--- src/rtl/prach_reshape_n_if.sv ---
// Sample/pair bus of the PRACH reshaper: per-lane TDM input samples in, even/odd pairs out.
interface prach_reshape_n_if #(
  parameter int NUM_LANE = 3,
  parameter int DW       = 16
);
  logic [NUM_LANE-1:0][DW-1:0] din_dq;
  logic                        din_dv;
  logic [7:0]                  din_chn;
  logic                        sync_in;
  logic [NUM_LANE-1:0][DW-1:0] dout_dp1;
  logic [NUM_LANE-1:0][DW-1:0] dout_dp2;
  logic                        dout_dv;
  logic [7:0]                  dout_chn;
  logic                        sync_out;
  logic                        err_chn;

  modport master (
    output din_dq, din_dv, din_chn, sync_in,
    input  dout_dp1, dout_dp2, dout_dv, dout_chn, sync_out, err_chn
  );

  modport slave (
    input  din_dq, din_dv, din_chn, sync_in,
    output dout_dp1, dout_dp2, dout_dv, dout_chn, sync_out, err_chn
  );
endinterface

--- src/rtl/prach_reshape_n.sv ---
// Pairs consecutive samples of each TDM channel into (even, odd) per-lane outputs.
// Latency 1 clock from odd sample to dout_dv; no backpressure, outputs hold between pairs.
module prach_reshape_n #(
  parameter int NUM_LANE = 3,
  parameter int DW       = 16,
  parameter int NUM_CHN  = 12
) (
  input  logic             clk,
  input  logic             rst_n,
  prach_reshape_n_if.slave bus
);

  localparam int CW = (NUM_CHN > 1) ? $clog2(NUM_CHN) : 1;

  typedef logic [NUM_LANE-1:0][DW-1:0] lanes_t;

  logic [NUM_CHN-1:0] phase_q, phase_d;
  lanes_t             hold_q [NUM_CHN];
  lanes_t             dp1_q, dp1_d;
  lanes_t             dp2_q, dp2_d;
  logic [7:0]         chn_q, chn_d;
  logic               dv_q, dv_d;
  logic               err_q, err_d;
  logic               sync_q;
  logic               hold_we;
  logic               in_range;
  logic [CW-1:0]      chn_idx;

  assign in_range = ({1'b0, bus.din_chn} < 9'(NUM_CHN));
  assign chn_idx  = bus.din_chn[CW-1:0];

  always_comb begin
    // sync wipes every phase first, so a same-cycle sample always starts a new pair
    phase_d = bus.sync_in ? '0 : phase_q;
    dp1_d   = dp1_q;
    dp2_d   = dp2_q;
    chn_d   = chn_q;
    dv_d    = 1'b0;
    err_d   = bus.din_dv && !in_range;
    hold_we = 1'b0;
    if (bus.din_dv && in_range) begin
      if (phase_d[chn_idx]) begin
        phase_d[chn_idx] = 1'b0;
        dp1_d            = hold_q[chn_idx];
        dp2_d            = bus.din_dq;
        chn_d            = bus.din_chn;
        dv_d             = 1'b1;
      end else begin
        phase_d[chn_idx] = 1'b1;
        hold_we          = 1'b1;
      end
    end
  end

  always_ff @(posedge clk or negedge rst_n) begin
    if (!rst_n) begin
      phase_q <= '0;
      dp1_q   <= '0;
      dp2_q   <= '0;
      chn_q   <= '0;
      dv_q    <= 1'b0;
      err_q   <= 1'b0;
      sync_q  <= 1'b0;
    end else begin
      phase_q <= phase_d;
      dp1_q   <= dp1_d;
      dp2_q   <= dp2_d;
      chn_q   <= chn_d;
      dv_q    <= dv_d;
      err_q   <= err_d;
      sync_q  <= bus.sync_in;
    end
  end

  // Holding words are qualified by the phase bits, so they need no reset.
  always_ff @(posedge clk) begin
    if (hold_we) begin
      hold_q[chn_idx] <= bus.din_dq;
    end
  end

  assign bus.dout_dp1 = dp1_q;
  assign bus.dout_dp2 = dp2_q;
  assign bus.dout_chn = chn_q;
  assign bus.dout_dv  = dv_q;
  assign bus.err_chn  = err_q;
  assign bus.sync_out = sync_q;

endmodule

--- src/flat_wrapper.sv ---
// flat-port wrapper written by rule: the top's interface ports become plain ports
module prach_reshape_n_flat 
#(
  parameter int NUM_LANE = 3,
  parameter int DW       = 16,
  parameter int NUM_CHN  = 12
)
  (clk, rst_n, bus_din_dq, bus_din_dv, bus_din_chn, bus_sync_in, bus_dout_dp1, bus_dout_dp2, bus_dout_dv, bus_dout_chn, bus_sync_out, bus_err_chn);
  prach_reshape_n_if #(.NUM_LANE(NUM_LANE), .DW(DW)) bus_i ();
  input  logic clk;
  input  logic rst_n;
  input wire logic [$bits(bus_i.din_dq)-1:0] bus_din_dq;
  input wire logic [$bits(bus_i.din_dv)-1:0] bus_din_dv;
  input wire logic [$bits(bus_i.din_chn)-1:0] bus_din_chn;
  input wire logic [$bits(bus_i.sync_in)-1:0] bus_sync_in;
  output wire logic [$bits(bus_i.dout_dp1)-1:0] bus_dout_dp1;
  output wire logic [$bits(bus_i.dout_dp2)-1:0] bus_dout_dp2;
  output wire logic [$bits(bus_i.dout_dv)-1:0] bus_dout_dv;
  output wire logic [$bits(bus_i.dout_chn)-1:0] bus_dout_chn;
  output wire logic [$bits(bus_i.sync_out)-1:0] bus_sync_out;
  output wire logic [$bits(bus_i.err_chn)-1:0] bus_err_chn;
  assign bus_i.din_dq = bus_din_dq;
  assign bus_i.din_dv = bus_din_dv;
  assign bus_i.din_chn = bus_din_chn;
  assign bus_i.sync_in = bus_sync_in;
  assign bus_dout_dp1 = bus_i.dout_dp1;
  assign bus_dout_dp2 = bus_i.dout_dp2;
  assign bus_dout_dv = bus_i.dout_dv;
  assign bus_dout_chn = bus_i.dout_chn;
  assign bus_sync_out = bus_i.sync_out;
  assign bus_err_chn = bus_i.err_chn;
  prach_reshape_n #(.NUM_LANE(NUM_LANE), .DW(DW), .NUM_CHN(NUM_CHN)) u_core (.clk(clk), .rst_n(rst_n), .bus(bus_i));
endmodule
--- config.mk ---
export PLATFORM = sky130hd
export DESIGN_NAME = prach_reshape_n_flat
export DESIGN_NICKNAME = d
export VERILOG_FILES = /design/src/rtl/prach_reshape_n_if.sv /design/src/rtl/prach_reshape_n.sv /design/src/flat_wrapper.sv
export SDC_FILE = /design/constraint.sdc
export NUM_CORES = 1
export LEC_CHECK = 0
export ABC_AREA = 1
export CAP_MARGIN = 20
export CORE_ASPECT_RATIO = 0.75
export CORE_MARGIN = 4
export CORE_UTILIZATION = 45
export CTS_BUF_LIST = sky130_fd_sc_hd__clkbuf_8
export DETAILED_ROUTE_END_ITERATION = 10
export GPL_TIMING_DRIVEN = 0
export PLACE_DENSITY = 0.71
export SYNTH_ARGS = -nofsm -noshare
export SYNTH_HDL_FRONTEND = slang
export SYNTH_SLANG_ARGS = --single-unit
export TNS_END_PERCENT = 30
--- constraint.sdc ---
create_clock -name clk -period 4.1 [get_ports clk]
set_clock_uncertainty 0.05 [all_clocks]
set_input_delay 0.615 -clock clk [delete_from_list [all_inputs] [get_ports clk]]
set_output_delay 0.615 -clock clk [all_outputs]
set_load 0.01 [all_outputs]
; ---- Yosys cells after proc, flatten, opt, wreduce, memory -nomap -nowiden
; Memory sizes are Yosys's and may differ from the RTL's. A register that Yosys moved wholly into a read port is not among the register bits.
; Cells that the tools add are included.
[totals]
memories = 1
ram_bits = 576
out_inout_bits = 107
in_bits = 60
register_bits = 71
wordCells = 34
[memory_table]
columns = name, depth, width, rd, rd_ports_with_merged_regs, write_ports, line_no
row1 = u_core.hold_q, 12, 48, 1, 1, 1, prach_reshape_n.sv:18  ; lanes_t hold_q [NUM_CHN];
[classes]
n_mux = 13
n_reduce_logical = 6
n_lt_le_gt_ge = 3
bitwise_logic = 3
[op_table]
columns = op, count
row1 = $mux 12, 3
row2 = $and 12x12->12, 1
row3 = $not 12->12, 1
row4 = $or 12x12->12, 1
row5 = $lt 8x4->1 const B, 1
row6 = $mux 1, 8
row7 = $lt 4x5->1 const B, 1
row8 = $bmux 1 s4, 1
row9 = $demux 1 s4, 1
row10 = $ge 4x1->1 const B, 1
row11 = $logic_and 1x1->1, 3
row12 = $logic_not 1->1, 2
row13 = $reduce_and 2->1, 1

; ---- Longest topological paths before layout
[depth]
ltp_word = 8
mapped_depth = 13
ltp_nobuf = 10

; ---- Least setup slack after synthesis
; OpenSTA, ideal clock, no wires.
[synth_path]
kind = input -> register
from = in bus_din_chn[0]
to = mem u_core.hold_q[0][0] in the netlist's numbering (enable)
t_required_ns = 3.596
path_buffers = 4
setup_ns = 0.454
path_slack_ns = -0.043
t_arrival_ns = 3.639
stages = 9
cell_sequence = buf_4 > buf_2 > nand3_1 > nand3_1 > nand3_1 > nand3_2 > buf_4 > buf_2 > nor2_1
[synth_via]
elab_chain_len = 6
elab_cells_between_ends = 8
[synth_rtl]
columns = item, line_no
row1 = start: declaration, flat_wrapper.sv:14  ; input wire logic [$bits(bus_i.din_chn)-1:0] bus_din_chn;
row2 = $bmux 1 s4, prach_reshape_n.sv:42  ; if (phase_d[chn_idx]) begin
row3 = $mux 1 (not written as such), prach_reshape_n.sv:42
row4 = $mux 1, prach_reshape_n.sv:42
row5 = $mux 1, prach_reshape_n.sv:41  ; if (bus.din_dv && in_range) begin
row6 = $mux 1, prach_reshape_n.sv:77  ; if (hold_we) begin
row7 = $mux 1 (not written as such), prach_reshape_n.sv:78  ; hold_q[chn_idx] <= bus.din_dq;
row8 = end: declaration, prach_reshape_n.sv:18
; Several ways; a longest one is shown, not always the timed one. The select of a mux whose other input is x is not followed.

; ---- Worst setup path in the final report
[layout_path]
from = in bus_din_chn[1]
to = mem u_core.hold_q[9][28] in the netlist's numbering (enable)
; Same word-level chain as after synthesis.

==> qor.yml <==
logic_synthesis:
  synthTopCellsByArea: "edfxtp_1 (62%), nand2_1 (20%), dfrtp_1 (11%)"
  syn_inst: 2639
  synth.ff_latch_count: 695
  ys_warn_count: 0
  synth_area_sq_um: 28100
  yosysTopAreaCell: "edfxtp_1"
  yosysTopAreaCellShare_pct: 61.6
  yosysUniqueCellTypes: 19
  synth_nets: 2699
  avgSynthCellArea_sq_um: 10.6
  seq_area_frac_synth_pct: 72.2
job:
  cap_violations: 0
hold_path:
  hp-class: "input port to async pin"
clock_network:
  htreeDepth: 3
  clk_pin_slew_ns: 0.06
  cts_root_buf: "clkbuf_8"
  cts_buffers: 104
  cts.repair.resized: 0
  cts_setup_buffers: 0
  cts_tree: "yes"
  cts_sinks: 695
  clkLatencyLatePin_ns: 0.73
  ctsHoldBuffers: 1
  cts_buffer_depth: 3
pwr:
  p_sw_share_pct: 24.2
  power.leakage_uw: 0.0140
  peakVddDrop_v: 0.000277
  p_per_area_nw_per_um2: 427
  intPower_uw: 10800
  p_clk_share_pct: 36.8
  p_sw_uw: 3430
  comb_power_share_pct: 8.1
  seq_power_share_pct: 55.1
timing:
  holdWs_ns: 0.315
  slew_viol_final: 0
  slew_headroom_pct: 38.8
  setup_slack_ns: 0.134
  worst_slew_pin_slew_ns: 0.915
  setup-violations-final: 0
  grt_setup_unrepaired: "no"
  max_freq_mhz: 252
  fin_crit_sh_pct: 96.7
  hold_viol: 0
  finalCriticalPeriod_ns: 3.97
die:
  start_util_pct: 45.4
  die_h_um: 224
  core_sq_um: 61900
  die_area_sq_um: 66500
  pin_count: 167
  die_x_um: 297
  placement_rows: 79
setup_path:
  cp_data_arrival_time_ns: 4.30
  reg2reg_to: "u_core.hold_q[9][28]$_DFFE_PP_"
  critPathSlowestCell: "nor2_4"
  critPathMaxStageDelay_ns: 0.75
  crit_chain: "clkdlybuf4s50_1, inv_2, nor2_2, nand2_1, nand3_1, nand3_2, buf_4, buf_2, nor2_4, buf_12"
  worstSetupPathType: "input port to flip-flop"
  setup.worst_path.end_class: "flip-flop"
  reg2reg_depth: 8
  startpoint_type: "input port"
  reg2reg_from: "u_core.phase_q[6]$_DFF_PN0_"
  required_ns: 4.43
  ff2ff_setup_slack_ns: 0.83
  path_max_fanout: 25
detailed_routing:
  drtIter0Drc: 2260
  drtPass1Iterations: 7
  vias_per_cell: 5.24
  num_vias: 20100
  drc: 0
  antenna_left: 0
  avgRoutedWirePerCell_um: 20.2
  wl_um: 77300
placement:
  dpl_cell_area_sq_um: 31400
  dp_hpwl_um: 51600
  port_buffers: 164
  gp_congestion: 0.846
  dpl_worst_slack_ns: -0.443
grt:
  grt_pass1_vias: 19700
  grt_use_total_pct: 23.2
  grt_pass1_wl_um: 116000
  overflow: 0
  antenna_found_initial: 3
  grt_max_degree: 91
final_layout:
  ff_latch_area_sq_um: 20300
  final_nets: 2993
  drive_gt1_share_pct: 8.41
  syn2layout_area_growth_pct: 18.5
  final_cell_mix: "nand2_1 (1,521), edfxtp_1 (576), nand3_1 (224)"
  multi_input_area_sq_um: 7110
  n_antenna_cell: 0
  final_cell_area_sq_um: 33300
  n_fill_cell: 5158
  final_common_cell: "nand2_1"
status:
  status: "finished clean"
-- synth_stat cells --
library cell,count
nor3_1,2
buf_2,70
a21oi_1,1
inv_1,7
nand3_1,224
dfrtp_1,119
nand2_1,1521
nand4_1,1
clkbuf_1,43
o21ai_0,12
buf_6,1
buf_8,9
buf_4,4
nor2_1,21
buf_1,18
inv_2,6
nand3_2,1
edfxtp_1,576
nor2_2,3
-- per-stage QoR --
stage	cells	power, uW	setup TNS [ns]	util, %
after global placement	3613	9070	-2229.59	49.7
final	3831	14200	0	53.8
after detailed placement	3636	9120	-92.93	50.7
after CTS	3831	14300	0	53.8
after global routing	3831	14700	0	53.8
after floorplan	2639	8490	-20.55	-
-- cell type report --
type                            count  share of cell area (%)
Sequential cell                   695                    60.9
Multi-Input combinational cell   1786                    21.4
Timing Repair Buffer              188                    6.53
Clock buffer                      112                    4.63
Tap cell                          810                    3.04
Buffer                            145                    2.27
Clock inverter                     82                    1.11
Inverter                           13                   0.147
-- sequential cells by signal, summed over array words and instances (netlist names) --
register and count:
u_core.phase_q 12, u_core.bus.dout_dp1 48, u_core.bus.sync_out 1, u_core.bus.dout_chn 8, u_core.hold_q 576, u_core.bus.err_chn 1
u_core.bus.dout_dp2 48, u_core.bus.dout_dv 1
-- power groups by stage --
| stage | Sequential [uW] | Clock (uW) | Combinational, uW |
|---|---|---|---|
| finish | 7830 | 5220 | 1150 |
| CTS | 7830 | 5280 | 1160 |
| global placement | 7970 | 0 | 1100 |
| global route | 7840 | 5600 | 1270 |
| detailed placement | 7970 | 0 | 1150 |
| floorplan | 8020 | 0 | 467 |
-- routing by layer --
layer / track usage [%] / wire, um
met4: 7.51 / 2220
met2: 35.4 / 34300
met5: 0 / 27
met1: 33.5 / 32800
met3: 4.95 / 7970
-- worst max path at each step --
stage,from,endpoint,slack [ns]
finish,bus_din_chn[1],u_core.hold_q[9][28]$_DFFE_PP_,0.13
global route,bus_din_chn[1],u_core.hold_q[9][28]$_DFFE_PP_,0.18
CTS,bus_din_chn[1],u_core.hold_q[9][5]$_DFFE_PP_,0.33
detailed placement,bus_din_chn[1],u_core.hold_q[9][5]$_DFFE_PP_,-0.44
global placement,bus_din_chn[1],u_core.hold_q[6][12]$_DFFE_PP_,-3.47
floorplan,bus_din_chn[0],u_core.hold_q[0][0]$_DFFE_PP_,-0.04
-- worst max-delay path: cells and delay by family --
family	cells	cell delay, ns
buffers and inverters	5	1.74
AND/OR/NAND/NOR	5	1.88
-- kinds of logic (layout without fill, tap and decap cells) --
logic type,Yosys count,after routing,share of synthesized area [%]
and+or+nand+nor,1773,1773,24.7
DFF,695,695,72.2
buffers and inverters,158,540,2.86
AOI/OAI and AO/OA,13,13,0.232
Power figures use the tool's default switching activity.
